--- config.mk ---
export PLATFORM = sky130hd
export DESIGN_NAME = pipeline_ctrl
export DESIGN_NICKNAME = d
export VERILOG_FILES = /design/src/rtl/pipeline_ctrl.sv
export SDC_FILE = /design/constraint.sdc
export NUM_CORES = 1
export LEC_CHECK = 0
export CORE_MARGIN = 2
export CORE_UTILIZATION = 32
export CTS_CLUSTER_DIAMETER = 120
export DETAILED_ROUTE_END_ITERATION = 8
export HOLD_SLACK_MARGIN = 0.1
export PLACE_DENSITY = 0.66
export SLEW_MARGIN = 10
export SYNTH_ARGS = -nofsm -noshare
export SYNTH_HDL_FRONTEND = slang
export SYNTH_SLANG_ARGS = --single-unit
--- constraint.sdc ---
create_clock -name clk -period 4.9 [get_ports clk]
set_input_delay 0.49 -clock clk [delete_from_list [all_inputs] [get_ports clk]]
set_output_delay 0.49 -clock clk [all_outputs]
set_load 0.01 [all_outputs]
--- src/rtl/pipeline_ctrl.sv ---
// Central hazard/forwarding control for the 5-stage core: shadows EXE/MEM/WB control fields and
// produces stall, flush, memory-wait freeze and per-source forwarding selects, all combinational.
module pipeline_ctrl #(
  parameter int REG_AW   = 4,
  parameter int NUM_SRC  = 3,
  parameter int FWD_EN   = 1,
  parameter int MEM_WAIT = 0
) (
  input  logic                        clk,
  input  logic                        rst,
  input  logic                        id_valid,
  input  logic [NUM_SRC*REG_AW-1:0]   id_src,
  input  logic [NUM_SRC-1:0]          id_src_used,
  input  logic [REG_AW-1:0]           id_dest,
  input  logic                        id_wb_en,
  input  logic                        id_mem_read,
  input  logic                        id_mem_write,
  input  logic                        exe_br_taken,
  output logic                        stall,
  output logic                        flush,
  output logic                        freeze,
  output logic [2*NUM_SRC-1:0]        fwd_sel
);

  logic                       r_exe_vld, r_exe_wb_en, r_exe_mem_read, r_exe_mem_op;
  logic [REG_AW-1:0]          r_exe_dest;
  logic [NUM_SRC*REG_AW-1:0]  r_exe_src;
  logic [NUM_SRC-1:0]         r_exe_src_used;

  logic                       r_mem_vld, r_mem_wb_en, r_mem_mem_read, r_mem_mem_op;
  logic [REG_AW-1:0]          r_mem_dest;

  logic                       r_wb_vld, r_wb_wb_en;
  logic [REG_AW-1:0]          r_wb_dest;

  logic [NUM_SRC-1:0]         w_hit_exe, w_hit_mem;
  logic                       w_stall_raw, w_freeze, w_flush, w_stall;
  logic [2*NUM_SRC-1:0]       w_fwd;

  always_comb begin
    w_hit_exe = '0;
    w_hit_mem = '0;
    for (int k = 0; k < NUM_SRC; k++) begin
      w_hit_exe[k] = id_valid & id_src_used[k] & r_exe_vld & r_exe_wb_en &
                     (id_src[k*REG_AW +: REG_AW] == r_exe_dest);
      w_hit_mem[k] = id_valid & id_src_used[k] & r_mem_vld & r_mem_wb_en &
                     (id_src[k*REG_AW +: REG_AW] == r_mem_dest);
    end
  end

  // With forwarding only a load in EXE cannot supply its result in time.
  assign w_stall_raw = (FWD_EN != 0) ? ((|w_hit_exe) & r_exe_mem_read)
                                     : (|(w_hit_exe | w_hit_mem));

  always_comb begin
    w_fwd = '0;
    if (FWD_EN != 0) begin
      for (int k = 0; k < NUM_SRC; k++) begin
        if (r_exe_vld & r_exe_src_used[k]) begin
          if (r_mem_vld & r_mem_wb_en & ~r_mem_mem_read &
              (r_mem_dest == r_exe_src[k*REG_AW +: REG_AW]))
            w_fwd[2*k +: 2] = 2'd1;
          else if (r_wb_vld & r_wb_wb_en & (r_wb_dest == r_exe_src[k*REG_AW +: REG_AW]))
            w_fwd[2*k +: 2] = 2'd2;
        end
      end
    end
  end

  generate
    if (MEM_WAIT > 0) begin : g_wait
      localparam int CW = $clog2(MEM_WAIT + 1);
      logic [CW-1:0] r_cnt;

      assign w_freeze = r_mem_vld & r_mem_mem_op & (r_cnt != CW'(MEM_WAIT));

      // Counter returns to zero on the release edge so the next memory op waits in full.
      always_ff @(posedge clk) begin
        if (rst)           r_cnt <= '0;
        else if (w_freeze) r_cnt <= r_cnt + CW'(1);
        else               r_cnt <= '0;
      end
    end else begin : g_nowait
      logic w_unused_mem_op;
      assign w_unused_mem_op = r_mem_mem_op;
      assign w_freeze = 1'b0;
    end
  endgenerate

  assign w_flush = exe_br_taken & ~w_freeze;
  assign w_stall = w_stall_raw & ~w_flush;

  assign stall   = w_stall;
  assign flush   = w_flush;
  assign freeze  = w_freeze;
  assign fwd_sel = w_fwd;

  always_ff @(posedge clk) begin
    if (rst) begin
      r_exe_vld      <= 1'b0;
      r_exe_wb_en    <= 1'b0;
      r_exe_mem_read <= 1'b0;
      r_exe_mem_op   <= 1'b0;
      r_mem_vld      <= 1'b0;
      r_mem_wb_en    <= 1'b0;
      r_mem_mem_read <= 1'b0;
      r_mem_mem_op   <= 1'b0;
      r_wb_vld       <= 1'b0;
      r_wb_wb_en     <= 1'b0;
    end else if (!w_freeze) begin
      r_wb_vld       <= r_mem_vld;
      r_wb_wb_en     <= r_mem_wb_en;
      r_wb_dest      <= r_mem_dest;

      r_mem_vld      <= r_exe_vld;
      r_mem_wb_en    <= r_exe_wb_en;
      r_mem_mem_read <= r_exe_mem_read;
      r_mem_mem_op   <= r_exe_mem_op;
      r_mem_dest     <= r_exe_dest;

      if (w_stall | w_flush) begin
        r_exe_vld      <= 1'b0;
      end else begin
        r_exe_vld      <= id_valid;
        r_exe_wb_en    <= id_wb_en;
        r_exe_mem_read <= id_mem_read;
        r_exe_mem_op   <= id_mem_read | id_mem_write;
        r_exe_dest     <= id_dest;
        r_exe_src      <= id_src;
        r_exe_src_used <= id_src_used;
      end
    end
  end

endmodule

==> summary.md <==
| Metric | Value |
|---|---|
| Worst-Margin Slew | 0.8324 ns |
| Most common cell in the netlist | edfxtp_1 |
| Worst clock skew | 0.008498 ns |
| Core area | 0.004755 sq mm |
| Diode count | 0 |
| Critical R2R Capture | r_exe_src[4]$_DFFE_PP_ |
| Worst R2R Setup Slack | 2.64 ns |
| Setup Fix Bufs, Post-CTS | 0 |
| Path depth of the worst reg2reg path | 4 |
| Setup-failing EPs final | 0 |
| Rel. slew slack | 44.51% |
| Cell Chain, Critical Path | clkdlybuf4s50_1, xnor2_1, nand4_1, nor4_2, o311ai_2, nor2_1, clkdlybuf4s50_1 |
| Fill cell total of the finished layout | 454 |
| Syn nets | 144 |
| Synth async-reset ratio | 0% |
| Clock transition at path regs | approximately 0.07 ns |
| Routed Antenna Nets | 0 |
| Most frequent CP cell | clkdlybuf4s50_1 |
| CP max-delay cell | clkdlybuf4s50_1 |
| # IOs | 35 |
| VDD IR max | between 0.15 and 0.2 mV |
| Hold Path Stages | 1 |
| LEAKAGE | between 0.6 and 0.7 nW |
| Number of flops mapped to enable cells by yosys | 27 |
| Gpl congestion | 0.7511 |
| Horiz. Die Dim | 74.41 um |
| CP endpoint kind | primary output |
| Vias per std cell | about 4.5 |
| CP bufs+invs | 2 |
| Post-layout min period | 2.848 ns |
| Yosys top cell by area | edfxtp_1 |
| IO Port Bufs | 32 |
| GRT Overall Usage | about an eighth |
| Largest delay contributor family on the critical path | buffers and inverters |
| Max Cap Viol | 0 |
| Die Height | 74.41 um |
| GR Overflow Total | 0 |
| Max incr delay on CP | 0.54 ns |
| Reg-to-reg startpoint | r_exe_dest[0]$_DFFE_PP_ |
| RSZ-0062 raised after global routing | no |
| Gate Count Post-Synth | 118 |
| CTS buffer count | 5 |
| Initial antenna violation count | 0 |
| Hold_buf cts | 0 |
| Portion of netlist area occupied by mux cells | 0% |
| Top-area cell type share of the netlist area | around half |
| FP Rows | 25 |
| Critical Path RT | 4.41 ns |
| Kind of critical path | input port to primary output |
| Fraction of layout cells with a size suffix above 1 | 7.742% |
| Area Overhead vs Synth | 31.15% |
| Worst-Skew Late Latency | 0.29 ns |
| Pre-antenna DRT Iters | 4 |
| First-pass GRT wire length | 4.899 mm |
| Compound-Gate Fraction of Synth Area | 2.918% |
| Setup TNS | 0 ns |
| Main combinational cell family by area after synthesis | XOR/XNOR gates |
| Starting Density | between 30 and 40% |
| Top post-synthesis cells by area | edfxtp_1 (51%), xnor2_1 (13%), dfxtp_1 (10%) |
| Final Hold Vio Count | 0 |
| CP Max Fanout | 3 |
| Post-detail-place hpwl | between 2 and 3 mm |
| Netlist cell types | 22 |
| CTS tree | built |
| Pwr/cell area | 322.2 mW/mm^2 |
| Max Freq | around 350 MHz |
| Largest net degree at the start of global routing | 20 |
| Startpoint Class | input port |
| Min-Delay Endpoint | r_wb_vld$_SDFF_PP0_ |
| DR vias | 1000 |
| Resize count post-CTS | 0 |
| Die area | between 0.005 and 0.006 sq mm |
| Nets@finish | 180 |
| DRC | 0 |
| Beginning of the worst hold path | r_mem_vld$_SDFF_PP0_ |
| Post-synth top cells | edfxtp_1 (27), xnor2_1 (24), xor2_1 (12) |
| XOR/XNOR Fraction of Synth Area | 19.87% |
| Cell area after synthesis | approximately 0.0016 sq mm |
| Pins Over Slew Limit | 0 |
| Number of global-route vias before repair | 1045 |
| Max clock buf depth | 2 |
| Iter 0 DRT Violations | 55 |
| H-tree Lvls | 2 |
| Sequential area share after synthesis | 61.20% |
| Register bit total from synthesis | 35 |
| Ratio of final minimum period to clock period | 58.13% |
| Status | complete, no violations |
| Clk sinks | 35 |
| Syn avg cell area | about 13 sq um |
| Final Hold Slack | 0.4676 ns |
| Worst min path class | flop to flop |
| CP arrival | between 2 and 2.5 ns |
| Routed WL per cell | 14.07 um |
| Post-Synth Adder-Cell Area | 0% |
| Drt total wl | roughly 3.1 mm |
| Clock Tree Root | clkbuf_8 |
| Top FF cell, synth | edfxtp_1 |
| Synth Area in Simple Gates | 13.88% |
| Warnings, synthesis | 0 |
[worst max-delay path by stage]
stage | slack (ns) | from | depth (start not counted) | end
5_1_grt | 1.92 | id_src[10] | 7 | stall
2_1_floorplan | 2.92 | id_src[1] | 5 | r_exe_dest[0]$_DFFE_PP_
4_1_cts | 2.02 | id_src[1] | 7 | stall
3_3_place_gp | 2.06 | id_src[10] | 7 | stall
3_5_place_dp | 2.02 | id_src[1] | 7 | stall
6_report | 2.05 | id_src[1] | 7 | stall
[placed cells by master (no fill, tap or decap), drive strengths merged]
| cell type | instances |
|---|---|
| and3 | 5 |
| conb | 1 |
| nor2b | 4 |
| inv | 2 |
| nand3b | 1 |
| and2 | 1 |
| nand2 | 1 |
| nor4 | 6 |
| dfxtp | 8 |
| clkbuf | 7 |
| a22oi | 1 |
| a21oi | 1 |
| xor2 | 12 |
| o31ai | 1 |
| o21ai | 2 |
| xnor2 | 24 |
| nand4 | 9 |
| nor2 | 5 |
| o311ai | 1 |
| nand3 | 3 |
| edfxtp | 27 |
| clkdlybuf4s50 | 32 |
| clkinv | 1 |
[registers in the layout (all words and copies together), names as in the netlist]
register,cells
r_exe_dest,4
r_mem_vld,1
r_exe_wb_en,1
r_exe_src,12
r_wb_dest,4
r_wb_wb_en,1
r_exe_mem_read,1
r_exe_vld,1
r_exe_src_used,3
r_wb_vld,1
r_mem_wb_en,1
r_mem_mem_read,1
r_mem_dest,4
[cells by family (layout without fill, tap and decap cells)]
| logic type | Yosys count | after routing |
|---|---|---|
| buffers and inverters | 5 | 42 |
| AOI/OAI and AO/OA | 6 | 6 |
| xor gates and xnor gates | 36 | 36 |
| DFF | 35 | 35 |
| and+or+nand+nor | 35 | 35 |
| other | 1 | 1 |
[layout make-up]
| class | count | area (sq um) | area share (%) |
|---|---|---|---|
| Sequential cell | 35 | 970.9 | 46.66 |
| Multi-Input combinational cell | 78 | 585.6 | 28.14 |
| Timing Repair Buffer | 32 | 320.3 | 15.39 |
| Clock buffer | 7 | 107.6 | 5.171 |
| Tap cell | 67 | 83.83 | 4.029 |
| Inverter | 2 | 7.507 | 0.3608 |
| Clock inverter | 1 | 5.005 | 0.2405 |
[worst reg2reg max path: cells and delay by family (launching register included)]
family,cells,cell delay (ns)
compound gates,1,0.33
xor+xnor,1,0.26
flops,1,0.47
simple gates,2,0.83
[per-stage QoR]
stage	total power [mW]	cells	worst slack [ns]	utilization (%)	instance area (sq um)
after global routing	0.6953	222	1.923	43.76	2081
after CTS	0.6791	222	2.019	43.76	2081
after global placement	0.4300	214	2.056	41.39	1968
final	0.6704	222	2.052	43.76	2081
after detailed placement	0.4328	214	2.019	41.39	1968
after floorplan	0.3978	118	2.918	-	1587
[layer usage]
metal / global-route usage (%) / share of wire (%) / routed length (um)
met5: 0 / 0 / 0
met4: 6.944 / 2.7 / 83
met3: 3.659 / 3.8 / 120
met2: 20.65 / 51 / 1579
met1: 14.22 / 43 / 1339
[power by group]
part	switching (mW)	leakage, nW	internal (mW)	total [mW]
Combinational	0.0278	0.307	0.0400	0.0678
Clock	0.101	0.0594	0.144	0.245
Sequential	0.0181	0.322	0.340	0.358
Power figures use the tool's default switching activity.
==> variant 1: new RTL, config.mk and constraints unchanged <==
The parameter `FWD_EN` goes from 1 to 0.
--- a/src/rtl/pipeline_ctrl.sv
+++ b/src/rtl/pipeline_ctrl.sv
@@ -5,3 +5,3 @@
   parameter int NUM_SRC  = 3,
-  parameter int FWD_EN   = 1,
+  parameter int FWD_EN   = 0,
   parameter int MEM_WAIT = 0
Behaviour: not the same (a bounded check fails within 4 cycles, from zero or initial values and one cycle with rst high).
==> variant 1 against the original RTL <==
Setup slack better by 0.046 ns; sequential cell count fell by 23; wire length is 56% lower; clock power decreased by 70%; sequential share of layout area is 16 points lower; total power is 63% lower; count of clock-buffer cells in the layout down 3; synthesized area fell by 52%; critical path depth is the same; final area decreased by 50%; critical path type unchanged.
==> variant 1: results (changes against the original RTL) <==
outcome:
  outcome: "finished, final reports clean"
pwr:
  p_comb_mw: 0.0497  # -27%
  ir_drop_mv: 0.2128  # +17%
  power_frac_clock: 0.304  # -0.061
  combPwrFrac: 0.203  # +0.102
  leakage_nw: 0.3967  # -42%
  p_int_mw: 0.1903  # -64%
place:
  place_congestion: 0.7354  # -2.1%
  portBuffers: 25  # -22%
  dp_hpwl_um: 1203  # -52%
timing:
  finalWorstSetupSlack_ns: 2.098  # +0.04638 ns
  clock_skew_ns: 0.003119  # -0.005379 ns
worst_setup_path:
  r2r-start: "r_exe_dest[3]"
  crit_start: "id_src[7]"
routing:
  viasPerCell: 4.472  # -0.72%
  drtIter0Drc: 4  # -93%
  drt-total-wl_um: 1375  # -56%
clocking:
  h-tree-depth: 1  # -1
  cts_buffers: 3  # -2
  clk-insertion-delay-late_ns: 0.26  # -0.03 ns
  cts-root-buf: "clkbuf_4"
cells_and_area:
  finalNetCount: 124  # -31%
  post_route_cells_drive_above_1_share: 0.08247  # +0.005055
synthesis:
  synth_edf_count: 8  # -70%
  synth-seq-area-share: 0.4183  # -0.1937
  synth_area_leaders: "edfxtp_1 31%, xor2_1 16%, xnor2_1 11%"
hold_path:
  worstHoldStart: "r_exe_vld"
global_routing:
  grt_pass1_vias: 554  # -47%
  grt_max_degree: 8  # -60%
  gr-usage-all-layers: 0.1122  # -0.01173
  grt_first_pass_wirelength_um: 2256  # -54%
-- variant 1: changes by cell type in the layout (fill, tap and decap cells not counted), sizes merged, moves of 2 or more --
cell           before  now
edfxtp             27    8
xnor2              24   10
clkdlybuf4s50      32   25
nand4               9    2
conb                1    7
dfxtp               8    4
nor2                5    1
clkbuf              7    4
nand3               3    0
nor4                6    3
nand2               1    3
o21ai               2    0
xor2               12   14
-- variant 1: worst paths after layout --
path | cells past startpoint | end | slack [ns]
setup / recovery | 7 | stall | 2.10
hold / removal | 1 | r_mem_vld | 0.47
setup reg to reg | 6 | r_exe_dest[3] | 2.97
hold reg to reg | 1 | r_mem_vld | 0.47
-- variant 1: cell families (layout without fill, tap and decap cells) --
kind of cell,after synthesis,count (layout),share of synthesized area
buffers and inverters,9,30,0.08333
multiplexers,1,1,0.01960
other,1,7,0.004897
XOR/XNOR,24,24,0.2745
AND/OR/NAND/NOR,19,19,0.1487
flip-flops,12,12,0.4183
AO/OA/AOI/OAI,4,4,0.05064
-- variant 1: area by class of cell --
class,count,area (um^2)
timing repair buffer,25,250.2
tap,28,35.03
multi-input combinational,55,404.1
sequential,12,320.3
clock buffer,4,36.28
fill,229,1184
inverter,1,3.754
-- variant 1: stage by stage --
stage,utilization,std cells,cell area (um^2)
global placement,0.4538,121,1013
CTS,0.4700,125,1050
global route,0.4700,125,1050
finish,0.4700,125,1050
floorplan,-,76,788.3
detailed placement,0.4538,121,1013
-- variant 1: layer usage --
metal / share of wire / global-route usage
met4: 0.0029 / 0.05128
met5: 0 / 0
met2: 0.52 / 0.2083
met3: 0.088 / 0.02260
met1: 0.39 / 0.1201
==> variant 2: new RTL, same settings <==
Without the edit above. The parameter `NUM_SRC` goes from 3 to 6.
--- a/src/rtl/pipeline_ctrl.sv
+++ b/src/rtl/pipeline_ctrl.sv
@@ -4,3 +4,3 @@
   parameter int REG_AW   = 4,
-  parameter int NUM_SRC  = 3,
+  parameter int NUM_SRC  = 6,
   parameter int FWD_EN   = 1,
Ports: changed (resized fwd_sel, id_src and id_src_used); port bits go from 35 to 56. No check against the original RTL was run, so the function may have changed too.
==> variant 2 against the original RTL <==
Fmax decreased by 8.8%; setup slack got worse by 0.28 ns; wire length up 84%; final area rose by 57%; sequential share of layout area shrank 3.1 points; via count increased by 72%; core utilization fell by 1.9 points; synthesized area grew 64%; hold slack worse by 0.0021 ns; sequential cell count is 15 higher; die area grew 60%; global-route usage rose by 1.6 points; total power is 39% higher.
==> variant 2: results (changes against the original RTL) <==
hold_path:
  worstHoldStart: "r_mem_wb_en"
  holdPathEnd: "r_wb_wb_en"
pwr:
  seqPwrFrac: 0.566  # +0.032
  p_comb_mw: 0.118  # +74%
  ir_drop_mv: 0.1216  # -33%
  p_int_mw: 0.7175  # +37%
  power_sequential_mw: 0.529  # +48%
  leakage_nw: 1.037  # +51%
cells_and_area:
  final_util: 0.4183  # -0.01936
  multi_input_area_share: 0.3241  # +0.04272
  fillers: 743  # +64%
  clk_share: 0.03448  # -0.01964
  buffer_area_frac: 0.1648  # +0.01081
  signal_buffers: 54  # +69%
  non_clock_inverter_count: 2  # unchanged
  seq_area_um2: 1421  # +46%
  finalNetCount: 301  # +67%
  post_route_cells_drive_above_1_share: 0.03831  # -0.03911
  multi_input_cells: 147  # +88%
global_routing:
  antenna_found_initial: 0  # unchanged
  grt_first_pass_wirelength_um: 9080  # +85%
  gr-usage-all-layers: 0.1396  # +0.01572
  grt_max_degree: 35  # +75%
clocking:
  cts_sinks: 50  # +43%
  clk_pin_slew_ns: 0.09  # +0.02 ns
  clk-insertion-delay-late_ns: 0.30
worst_setup_path:
  r2r-start: "r_exe_vld"
  arrival_ns: 2.63  # +0.27 ns
  r2r_slack_ns: 2.53  # -0.11 ns
  cp_top_family: "buffers and inverters"
  cp_max_fo: 6  # +3
  max_stage_delay_ns: 0.56  # +0.02 ns
  reg2reg_depth: 6  # +2
  crit_start: "id_valid"
  crit_end: "stall"
place:
  post-place-ws_ns: 1.717  # -0.3026 ns
  portBuffers: 53  # +66%
  dpl_cell_area_um2: 3153  # +60%
  place_congestion: 0.7711  # +2.7%
  dpl.cell_count: 355  # +66%
  dp_hpwl_um: 4268  # +70%
timing:
  tightest_slew_ns: 0.5470  # -0.2854 ns
  clock_skew_ns: 0.006143  # -0.002355 ns
  hold_ws_ns: 0.4655  # -0.002110 ns
  period_minus_slack_ns: 3.124  # +0.2756 ns
synthesis:
  synth_edf_count: 42  # +56%
  synth_area_per_cell_um2: 12.04  # -10%
  syn_nets: 257  # +78%
  async_reset_ff_frac: 0  # unchanged
  synth_flop_cell: "edfxtp_1"
  yosysWarnings: 0  # unchanged
  synth-seq-area-share: 0.5464  # -0.06557
  synth_area_leaders: "edfxtp_1 48%, xnor2_1 18%, dfxtp_1 6.2%"
  ys_top_cells_by_count: "54 x xnor2_1, 42 x edfxtp_1, 18 x xor2_1"
  synth_cell_types: 26  # +18%
routing:
  viasPerCell: 4.730  # +5.0%
  drt-total-wl_um: 5754  # +84%
  detail_route.wl_per_cell_um: 15.85  # +13%
  drtIter0Drc: 93  # +69%
outcome:
  outcome: "finished, final reports clean"
## variant 2: changes by cell type after synthesis, sizes merged, moves of 3 or more
cell    unedited run  this run
nand2              1        12
xnor2             24        54
o22ai              0         4
o31a               0         3
buf                3        11
xor2              12        18
nand3              3        12
nor4               6         9
clkbuf             0         6
edfxtp            27        42
nor3               0         5
## variant 2: metal layers
metal | vias to the layer above | share of wire | track usage
li1 | 840 | - | -
met1 | 807 | 0.41 | 0.1727
met2 | 61 | 0.50 | 0.2333
met3 | 9 | 0.063 | 0.03291
met4 | 0 | 0.019 | 0.05797
met5 | - | 0 | 0
## variant 2: kinds of logic after synthesis
logic type / after synthesis / synth area share
xor gates and xnor gates: 72 / 0.2424
DFF: 50 / 0.5464
other: 1 / 0.001442
and+or+nand+nor: 60 / 0.1231
AOI/OAI and AO/OA: 12 / 0.03223
buffers and inverters: 19 / 0.04665
muxes: 2 / 0.007696
